### config.mk
export PLATFORM = sky130hd
export DESIGN_NAME = pl_reg_skid
export DESIGN_NICKNAME = d
export VERILOG_FILES = /design/src/rtl/pl_pkg.sv /design/src/rtl/pl_sat_cnt.sv /design/src/rtl/pl_reg_skid.sv
export SDC_FILE = /design/constraint.sdc
export NUM_CORES = 1
export LEC_CHECK = 0
export ABC_AREA = 1
export CORE_MARGIN = 2
export CORE_UTILIZATION = 47
export CTS_CLUSTER_DIAMETER = 40
export CTS_CLUSTER_SIZE = 8
export DETAILED_ROUTE_END_ITERATION = 6
export GPL_TIMING_DRIVEN = 0
export PLACE_DENSITY = 0.74
export SLEW_MARGIN = 10
export SYNTH_ARGS = -nofsm -noshare
export SYNTH_HDL_FRONTEND = slang
export SYNTH_SLANG_ARGS = --single-unit
### constraint.sdc
create_clock -name clk -period 8.9 [get_ports clk]
set_input_delay 1.78 -clock clk [delete_from_list [all_inputs] [get_ports clk]]
set_output_delay 1.78 -clock clk [all_outputs]
set_load 0.02 [all_outputs]
### src/rtl/pl_pkg.sv
// ----------------------------------------------------------------------------
// pl_pkg
// Shared definitions for the pipeline-stage register (pl_reg_skid) and the
// stage payload bundle widths used when instantiating one register per
// pipeline boundary.
//
// Contents:
//   ST_EMPTY/ST_ONE/ST_FULL : state encodings (value equals entries held)
//   state_t                 : enumerated state type built on those encodings
//   FD_W, DE_W, EM_W, MW_W  : payload widths of the inter-stage bundles
// ----------------------------------------------------------------------------
package pl_pkg;

    localparam logic [1:0] ST_EMPTY = 2'd0;
    localparam logic [1:0] ST_ONE   = 2'd1;
    localparam logic [1:0] ST_FULL  = 2'd2;

    typedef enum logic [1:0] {
        S_EMPTY = ST_EMPTY,
        S_ONE   = ST_ONE,
        S_FULL  = ST_FULL
    } state_t;

    // Fetch->decode: pc + instruction word.
    localparam int FD_W = 32 + 32;
    // Decode->execute: pc + two operands + immediate + rd index + control.
    localparam int DE_W = 32 + 32 + 32 + 32 + 5 + 8;
    // Execute->memory: result + store data + rd index + control.
    localparam int EM_W = 32 + 32 + 5 + 4;
    // Memory->writeback: 4x32 data words + 2-bit selector + write enable.
    localparam int MW_W = 4 * 32 + 2 + 1;

endpackage : pl_pkg

### src/rtl/pl_sat_cnt.sv
// ----------------------------------------------------------------------------
// pl_sat_cnt
// Saturating event counter. Increments by one on every rising clock edge
// where inc is high and sticks at its all-ones value. Only the asynchronous
// reset clears it.
//
// Ports:
//   clk  in   1      rising-edge clock
//   rst  in   1      asynchronous reset, active-high (count -> 0)
//   inc  in   1      count this cycle
//   cnt  out  CNT_W  current count
// ----------------------------------------------------------------------------
module pl_sat_cnt #(
    parameter int CNT_W = 16
) (
    input  logic             clk,
    input  logic             rst,
    input  logic             inc,
    output logic [CNT_W-1:0] cnt
);

    localparam logic [CNT_W-1:0] CNT_MAX = {CNT_W{1'b1}};

    // One-step saturating increment.
    function automatic logic [CNT_W-1:0] sat_inc(input logic [CNT_W-1:0] v);
        if (v == CNT_MAX) begin
            return v;
        end
        return v + 1'b1;
    endfunction

    always_ff @(posedge clk or posedge rst) begin
        if (rst) begin
            cnt <= '0;
        end else if (inc) begin
            cnt <= sat_inc(cnt);
        end
    end

endmodule : pl_sat_cnt

### src/rtl/pl_reg_skid.sv
// ----------------------------------------------------------------------------
// pl_reg_skid
// Pipeline-stage register with valid/ready handshake and a 2-entry skid
// buffer. The "main" register always drives out_data; the "skid" register
// catches the one extra payload that can arrive in the cycle downstream
// stalls, so in_ready can be produced from a flop instead of from out_ready.
// A synchronous flush squashes both entries; a saturating counter records
// cycles where the stage holds data that downstream refuses.
//
// Parameters:
//   WIDTH     payload width in bits
//   CNT_W     stall counter width
//   CLR_DATA  1: flush also zeroes the payload registers
//
// Ports:
//   clk        in   1      rising-edge clock
//   rst        in   1      asynchronous reset, active-high
//   clr        in   1      synchronous flush, active-high
//   in_valid   in   1      upstream payload valid
//   in_ready   out  1      stage can accept (decoded from state)
//   in_data    in   WIDTH  upstream payload
//   out_valid  out  1      downstream payload valid (decoded from state)
//   out_ready  in   1      downstream accepts payload
//   out_data   out  WIDTH  payload to downstream (main register)
//   occupancy  out  2      entries held: 0, 1 or 2
//   stall_cnt  out  CNT_W  saturating count of out_valid & !out_ready cycles
// ----------------------------------------------------------------------------
module pl_reg_skid
    import pl_pkg::*;
#(
    parameter int WIDTH    = 131,
    parameter int CNT_W    = 16,
    parameter bit CLR_DATA = 1'b1
) (
    input  logic             clk,
    input  logic             rst,
    input  logic             clr,
    input  logic             in_valid,
    output logic             in_ready,
    input  logic [WIDTH-1:0] in_data,
    output logic             out_valid,
    input  logic             out_ready,
    output logic [WIDTH-1:0] out_data,
    output logic [1:0]       occupancy,
    output logic [CNT_W-1:0] stall_cnt
);

    state_t           state;
    state_t           state_nxt;
    logic [WIDTH-1:0] main_q;
    logic [WIDTH-1:0] skid_q;
    logic [WIDTH-1:0] main_d;
    logic             load_main;
    logic             load_skid;
    logic             in_fire;
    logic             out_fire;

    assign in_fire  = in_valid & in_ready;
    assign out_fire = out_valid & out_ready;

    // State register.
    always_ff @(posedge clk or posedge rst) begin
        if (rst) begin
            state <= S_EMPTY;
        end else begin
            state <= state_nxt;
        end
    end

    // Next state and payload-register load controls.
    always_comb begin
        state_nxt = state;
        load_main = 1'b0;
        load_skid = 1'b0;
        main_d    = in_data;

        case (state)
            S_EMPTY: begin
                if (in_fire) begin
                    load_main = 1'b1;
                    state_nxt = S_ONE;
                end
            end
            S_ONE: begin
                if (in_fire && out_fire) begin
                    load_main = 1'b1;
                end else if (in_fire) begin
                    // Downstream stalled while a new word arrived: park it.
                    load_skid = 1'b1;
                    state_nxt = S_FULL;
                end else if (out_fire) begin
                    state_nxt = S_EMPTY;
                end
            end
            S_FULL: begin
                // in_ready is low here, so only the drain side can move.
                if (out_fire) begin
                    main_d    = skid_q;
                    load_main = 1'b1;
                    state_nxt = S_ONE;
                end
            end
            default: begin
                state_nxt = S_EMPTY;
            end
        endcase

        // Flush overrides every transfer in the same cycle.
        if (clr) begin
            state_nxt = S_EMPTY;
            load_main = 1'b0;
            load_skid = 1'b0;
        end
    end

    // Payload registers: written only on the transitions above or a
    // data-clearing flush, so they stay quiet while the stage idles.
    always_ff @(posedge clk or posedge rst) begin
        if (rst) begin
            main_q <= '0;
            skid_q <= '0;
        end else if (clr) begin
            if (CLR_DATA) begin
                main_q <= '0;
                skid_q <= '0;
            end
        end else begin
            if (load_main) begin
                main_q <= main_d;
            end
            if (load_skid) begin
                skid_q <= in_data;
            end
        end
    end

    // Output decode: state only, no combinational path from the handshake
    // inputs to in_ready/out_valid.
    always_comb begin
        out_valid = 1'b0;
        in_ready  = 1'b1;
        occupancy = 2'd0;
        case (state)
            S_EMPTY: begin
                out_valid = 1'b0;
                in_ready  = 1'b1;
                occupancy = 2'd0;
            end
            S_ONE: begin
                out_valid = 1'b1;
                in_ready  = 1'b1;
                occupancy = 2'd1;
            end
            S_FULL: begin
                out_valid = 1'b1;
                in_ready  = 1'b0;
                occupancy = 2'd2;
            end
            default: begin
                out_valid = 1'b0;
                in_ready  = 1'b1;
                occupancy = 2'd0;
            end
        endcase
    end

    assign out_data = main_q;

    // Stall monitor; flush deliberately does not touch it.
    pl_sat_cnt #(
        .CNT_W(CNT_W)
    ) u_stall_cnt (
        .clk(clk),
        .rst(rst),
        .inc(out_valid & ~out_ready),
        .cnt(stall_cnt)
    );

endmodule : pl_reg_skid

==> results of run 1 <==
## layout make-up
type / instances / area, um2
clock inverter: 7 / 75.07
antenna: 4 / 10.01
tap: 384 / 480.5
fill: 2435 / 10140
buffer: 137 / 600.6
clock buffer: 56 / 1240
timing repair buffer: 294 / 3033
inverter: 218 / 822.0
sequential: 280 / 7007
multi-input combinational: 1068 / 5057
## final timing paths
path | end | slack (ns) | startpoint | cells past startpoint
max | out_valid | 5.00 | state[0]$_DFFE_PP0P_ | 3
min | out_data[11]$_DFFE_PP0P_ | 0.49 | out_data[11]$_DFFE_PP0P_ | 2
max reg2reg | skid_q[16]$_DFFE_PP0P_ | 6.43 | state[0]$_DFFE_PP0P_ | 8
min reg2reg | out_data[11]$_DFFE_PP0P_ | 0.49 | out_data[11]$_DFFE_PP0P_ | 2
max in group asynchronous | out_data[45]$_DFFE_PP0P_ | 5.79 | rst | 7
min in group asynchronous | skid_q[88]$_DFFE_PP0P_ | 1.65 | rst | 2
## cell usage after synthesis, drive strengths merged
cell	count	area share
buf	80	0.029
clkbuf	57	0.016
dfrtp	280	0.52
ha	6	0.0056
inv	218	0.061
nand2	357	0.10
nand3	273	0.10
nand3b	1	0.00056
nand4	71	0.033
nor2	86	0.024
nor3	1	0.00037
o21ai	198	0.074
o22ai	67	0.031
xnor2	4	0.0026
xor2	4	0.0026
## worst max-delay path, delay by kind of cell, from the launching register on
kind                     cells  cell delay (ns)
buffers and inverters        2             0.81
flip-flops                   1             0.40
adder cells (fa/ha/maj)      1             0.39
## report_power, final
part	total [mW]	internal, mW	switching, mW
sequential	1.69	1.53	0.157
clock	1.55	0.991	0.563
combinational	1.55	0.606	0.941
## stage by stage
stage / setup WS, ns / power [mW] / hold WS, ns
final: 5.002 / 4.789 / 0.4936
after global routing: 4.961 / 5.029 / 0.5156
after CTS: 5.021 / 4.803 / 0.4980
after detailed placement: 4.934 / 3.235 / 0.4868
after global placement: 1.388 / 3.197 / 0.4842
after floorplan: 3.413 / 2.547 / 0.4976
## flip-flops by register name, summed over array words and instances, names as in the netlist
signal           flops
u_stall_cnt.cnt     16
skid_q             131
out_data           131
state                2
## logic make-up (layout without fill, tap and decap cells)
kind of cell | count (synthesis) | count (layout)
fa+ha+maj | 6 | 6
compound gates | 265 | 265
xor+xnor | 8 | 8
flops | 280 | 280
simple gates | 789 | 789
buf+inv | 355 | 712
other cells | 0 | 4
## placed cells by master, fill, tap and decap left out, types with 6 or more instances in the layout
cell / instances
nand3_1: 272
buf_12: 9
dfrtp_1: 280
clkdlybuf4s50_1: 285
inv_1: 215
o21ai_0: 197
clkbuf_16: 47
clkbuf_1: 63
nand2_1: 355
buf_2: 57
o22ai_1: 67
nor2_1: 85
ha_1: 6
buf_1: 19
nand4_1: 71
## metal layers
metal | up-vias | GRT usage
met2 | 557 | 0.4273
met1 | 6238 | 0.3825
met3 | 118 | 0.04759
met4 | 0 | 0.1356
met5 | - | 0
li1 | 6258 | -
==> reports/metrics.yaml, run 1 <==
finalNonFillerCells: 2448
slew_violations: 0
crit_path_end_kind: "primary output"
area_delta_synth_final_pct: 35.91
netlist-cell-type-count: 22
synth_area_um2: 13480
post_cts_buffers: 0
status: "finished clean"
syn_avg_cell_area_um2: 7.917
synth_top_family_by_area: "simple AND/OR/NAND/NOR gates"
cp-start-kind: "register"
synth_warnings: 0
io_pins: 287
slowest_stage: "clkdlybuf4s50_1"
cpPeakStageDelay_ns: 0.71
powerDensity_nw_per_um2: 261.4
core_area_um2: 28470
num_rows: 62
final_layout_size_suffix_gt1_frac: 0.06553
vias: 13170
hold_viol_final: 0
synth_mux_area_frac: 0
overflow: 0
p_leak_nw: 8.994
start_util: 0.4736
post_cts_resized: 0
layout.nets: 2186
cts_max_level: 2
cts_buffer_depth: 3
synth_seq_cells: 280
drtIter0Drc: 1080
post-place-cells: 2381
synth_xor_area_frac: 0.005197
crit_arrival_ns: 2.12
wl_met3_um: 3042
rsz0062_at_grt: "no"
worstMarginPinSlew_ns: 0.6760
stdcell_area_um2: 18330
wl_met1_um: 17850
die_h_um: 173.4
io_buffer_count: 285
worst_clock_skew_ns: 0.01605
cts_tree: "yes"
grtUsageTotal: 0.2776
die_w_um: 173.4
min_path_type: "register to register"
cts_sinks: 280
insertion_delay_ns: 0.52
fin_tns_setup_ns: 0
clock.fmax_mhz: 256.6
grt_pass1_vias: 12850
setup_viol: 0
top_layer_used: "met4"
clkTransAtPathRegs_ns: 0.05
synth_nets: 1845
cap_violations: 0
seq_area_frac_synth: 0.5197
numCtsBuffers: 45
fin_util: 0.6437
critPathMaxFanout: 5
place_hpwl_um: 30250
irDropWorstVdd_mv: 0.1567
synth_compound_area_frac: 0.1049
placed_cell_area_um2: 17000
crit_chain: "inv_1 > ha_1 > clkdlybuf4s50_1"
antenna_left: 0
layout_min_cycle_time_ns: 3.898
antenna_found_initial: 4
via_per_inst: 5.380
relSlewSlack: 0.5494
place.gp.congestion: 0.8940
synthCells: 1703
holdBufCountCts: 0
wl_um: 41520
first_pass_iters: 6
drc: 0
grt_pass1_wl_um: 67410
grt_max_degree: 37
cp_data_required_time_ns: 7.12
wl_per_cell_um: 16.96
wl_met2_um: 18710
synthAdderAreaFrac: 0.005568
cts-root-buf: "clkbuf_16"
yosys.area_share.simple: 0.2595
path_class: "register to primary output"
die_area_um2: 30060
period_share: 0.4379
Note: power is estimated with default switching activity, not from simulation.
==> inputs of run 2 (changes only) <==
- clock period: 8.9 -> 3.4 ns (I/O delays scaled with it)
==> results of run 2 <==
The final DEF is identical to that of run 1. Status: finished clean.
Main changes from that run: setup slack after placement 4.934 ns -> 0.5341 ns; setup slack after layout 5.002 ns -> 0.6024 ns; register-to-register setup slack 6.43 ns -> 0.93 ns; total power 4.789 mW -> 12.54 mW; worst IR drop on VDD 0.1567 mV -> 0.4101 mV
==> inputs of run 3 (changes only) <==
- CORE_UTILIZATION: 47 -> 52
- PLACE_DENSITY: 0.74 -> 0.77
- clock period: 3.4 -> 2.7 ns (I/O delays scaled with it)
==> run 3 against run 2 <==
Effect of this change:
- die area fell by 9.4%
- clock skew is 0.0022 ns lower
- sequential share of layout area is 0.26 points higher
- setup slack worse by 0.51 ns
- via count grew 0.66%
- sequential cell count unchanged
- non-clock buffer count decreased by 1
- sequential power increased by 26%
- highest routed layer unchanged
==> reports/metrics.yaml, run 3 (same netlist as run 1, synthesis figures left out) <==
status: "finished clean"
drc: 0  # unchanged
io_buffer_count: 285  # unchanged
cap_violations: 0  # unchanged
crit_chain: "inv_1 > ha_1 > inv_1 > clkdlybuf4s50_1"
grtUsageTotal: 0.3064  # +0.02878
post_cts_resized: 0  # unchanged
wl_per_cell_um: 17.20  # +1.4%
area_delta_synth_final_pct: 34.99
holdPathStages: 2  # unchanged
vias: 13260  # +0.66%
mostFrequentLayoutCells: "355 x nand2_1, 284 x clkdlybuf4s50_1, 280 x dfrtp_1, 272 x nand3_1, 215 x inv_1"
p_leak_nw: 8.992  # about the same
timing.hold.ws_ns: 0.4936  # +0.00002700 ns
io_pins: 287  # unchanged
worstHoldEndpoint: "out_data[18]$_DFFE_PP0P_"
reg2reg_slack_ns: 0.28
final_layout_size_suffix_gt1_frac: 0.06502  # -0.0005170
holdBufCountCts: 0  # unchanged
overflow: 0  # unchanged
powerDensity_nw_per_um2: 858.8
wl_um: 41170  # -0.86%
period_share: 0.9663
die_w_um: 165.0  # -4.8%
post_cts_buffers: 0  # unchanged
die_h_um: 165.0  # -4.8%
insertion_delay_ns: 0.52  # about the same
first_pass_iters: 5  # -1
layout_min_cycle_time_ns: 2.609
worst_clock_skew_ns: 0.01382  # -0.002232 ns
antenna_left: 0  # unchanged
grt_pass1_wl_um: 65440  # -2.9%
slowest_stage: "clkdlybuf4s50_1"
hold_start: "out_data[18]$_DFFE_PP0P_"
cp_data_required_time_ns: 2.16
clock.fmax_mhz: 383.3
cts-root-buf: "clkbuf_16"
min_path_type: "register to register"
power.total_mw: 15.63
grt_use_met3: 0.04370  # -0.003891
irDropWorstVdd_mv: 0.7040
cts_buffer_depth: 3  # unchanged
hold_viol_final: 0  # unchanged
worstMarginPinSlew_ns: 0.7811  # +0.1052 ns
rr_endpoint: "out_data[51]$_DFFE_PP0P_"
layout.nets: 2185  # -0.046%
worstPathBufferInverterCount: 3  # +1
place_hpwl_um: 29550  # -2.3%
cts_max_level: 2  # unchanged
cpPeakStageDelay_ns: 0.68  # -0.03 ns
antenna_found_initial: 4  # unchanged
cp_common_cell: "inv_1"
setup_viol: 0  # unchanged
critPathTopFamily: "buffers and inverters"
crit_arrival_ns: 2.07  # -0.05 ns
relSlewSlack: 0.4782  # -0.07120
fill_cells: 1974  # -19%
critPathMaxFanout: 5  # unchanged
core_area_um2: 25330  # -11%
drtIter0Drc: 1108  # +2.6%
ff_latch_area_um2: 7007  # unchanged
multi_input_comb_area_um2: 5057  # unchanged
cp-start-kind: "register"
via_per_inst: 5.538  # +2.9%
num_rows: 58  # -6.5%
grt_use_met2: 0.4894  # +0.06206
die_area_um2: 27230  # -9.4%
cts_tree: "yes"
grt_most_used_layer: "met2"
start_util: 0.5324  # +0.05877
timing.rr.start: "state[0]$_DFFE_PP0P_"
path_class: "register to primary output"
grt_pass1_vias: 12960  # +0.89%
rsz0062_at_grt: "no"
reg2regPathDepth: 9  # +1
slew_violations: 0  # unchanged
final_common_cell: "nand2_1"
crit_path_end_kind: "primary output"
numCtsBuffers: 45  # unchanged
cts_sinks: 280  # unchanged
grt_max_degree: 39  # +5.4%
place.gp.congestion: 0.8765  # -2.0%
clkTransAtPathRegs_ns: 0.05  # about the same
use_met1: 0.4144  # +0.03186
[run 3: power breakdown]
group | leakage, nW | internal, mW | switching (mW)
sequential | 3.75 | 5.05 | 0.509
clock | 0.627 | 3.14 | 1.84
combinational | 4.61 | 1.99 | 3.10
total | 8.99 | 10.2 | 5.45
[run 3: layout make-up]
type	instances	area share
Sequential cell	280	0.3850
Clock inverter	6	0.001787
Clock buffer	59	0.06806
Timing Repair Buffer	293	0.1661
Multi-Input combinational cell	1068	0.2779
Antenna cell	3	0.0004125
Buffer	137	0.03300
Tap cell	330	0.02269
Inverter	218	0.04516
[run 3: per-stage QoR]
step / cells / setup WS, ns / instance area, um2 / setup TNS (ns) / util
3_5_place_dp: 2326 / 0.05637 / 16920 / 0 / 0.6681
2_1_floorplan: 1703 / -1.547 / 13490 / -433.25 / -
4_1_cts: 2391 / 0.06872 / 18190 / 0 / 0.7183
3_3_place_gp: 2318 / -3.543 / 16750 / -986.94 / 0.6614
6_report: 2394 / 0.09087 / 18200 / 0 / 0.7187
5_1_grt: 2393 / 0.01726 / 18200 / 0 / 0.7186
[run 3: worst reg2reg max path, delay by kind of cell, from the launching register on]
kind	cells	cell delay, ns
AO/OA/AOI/OAI	1	0.11
adder cells (fa/ha/maj)	1	0.38
buffers and inverters	3	0.91
flip-flops	1	0.39
AND/OR/NAND/NOR	4	0.56
[run 3: how the worst max path moves through the flow]
stage	endpoint	start	slack, ns	cells past startpoint
4_1_cts	out_valid	state[0]$_DFFE_PP0P_	0.07	3
6_report	in_ready	state[0]$_DFFE_PP0P_	0.09	4
2_1_floorplan	out_data[0]$_DFFE_PP0P_	rst	-1.55	1
3_5_place_dp	skid_q[22]$_DFFE_PP0P_	in_valid	0.06	8
3_3_place_gp	skid_q[45]$_DFFE_PP0P_	rst	-3.54	2
5_1_grt	in_ready	state[0]$_DFFE_PP0P_	0.02	4
[run 3: layer usage]
metal	wire length (um)	up-vias
met5	0	-
met4	1816	0
met3	2789	109
met2	19420	570
met1	17140	6314
li1	-	6265
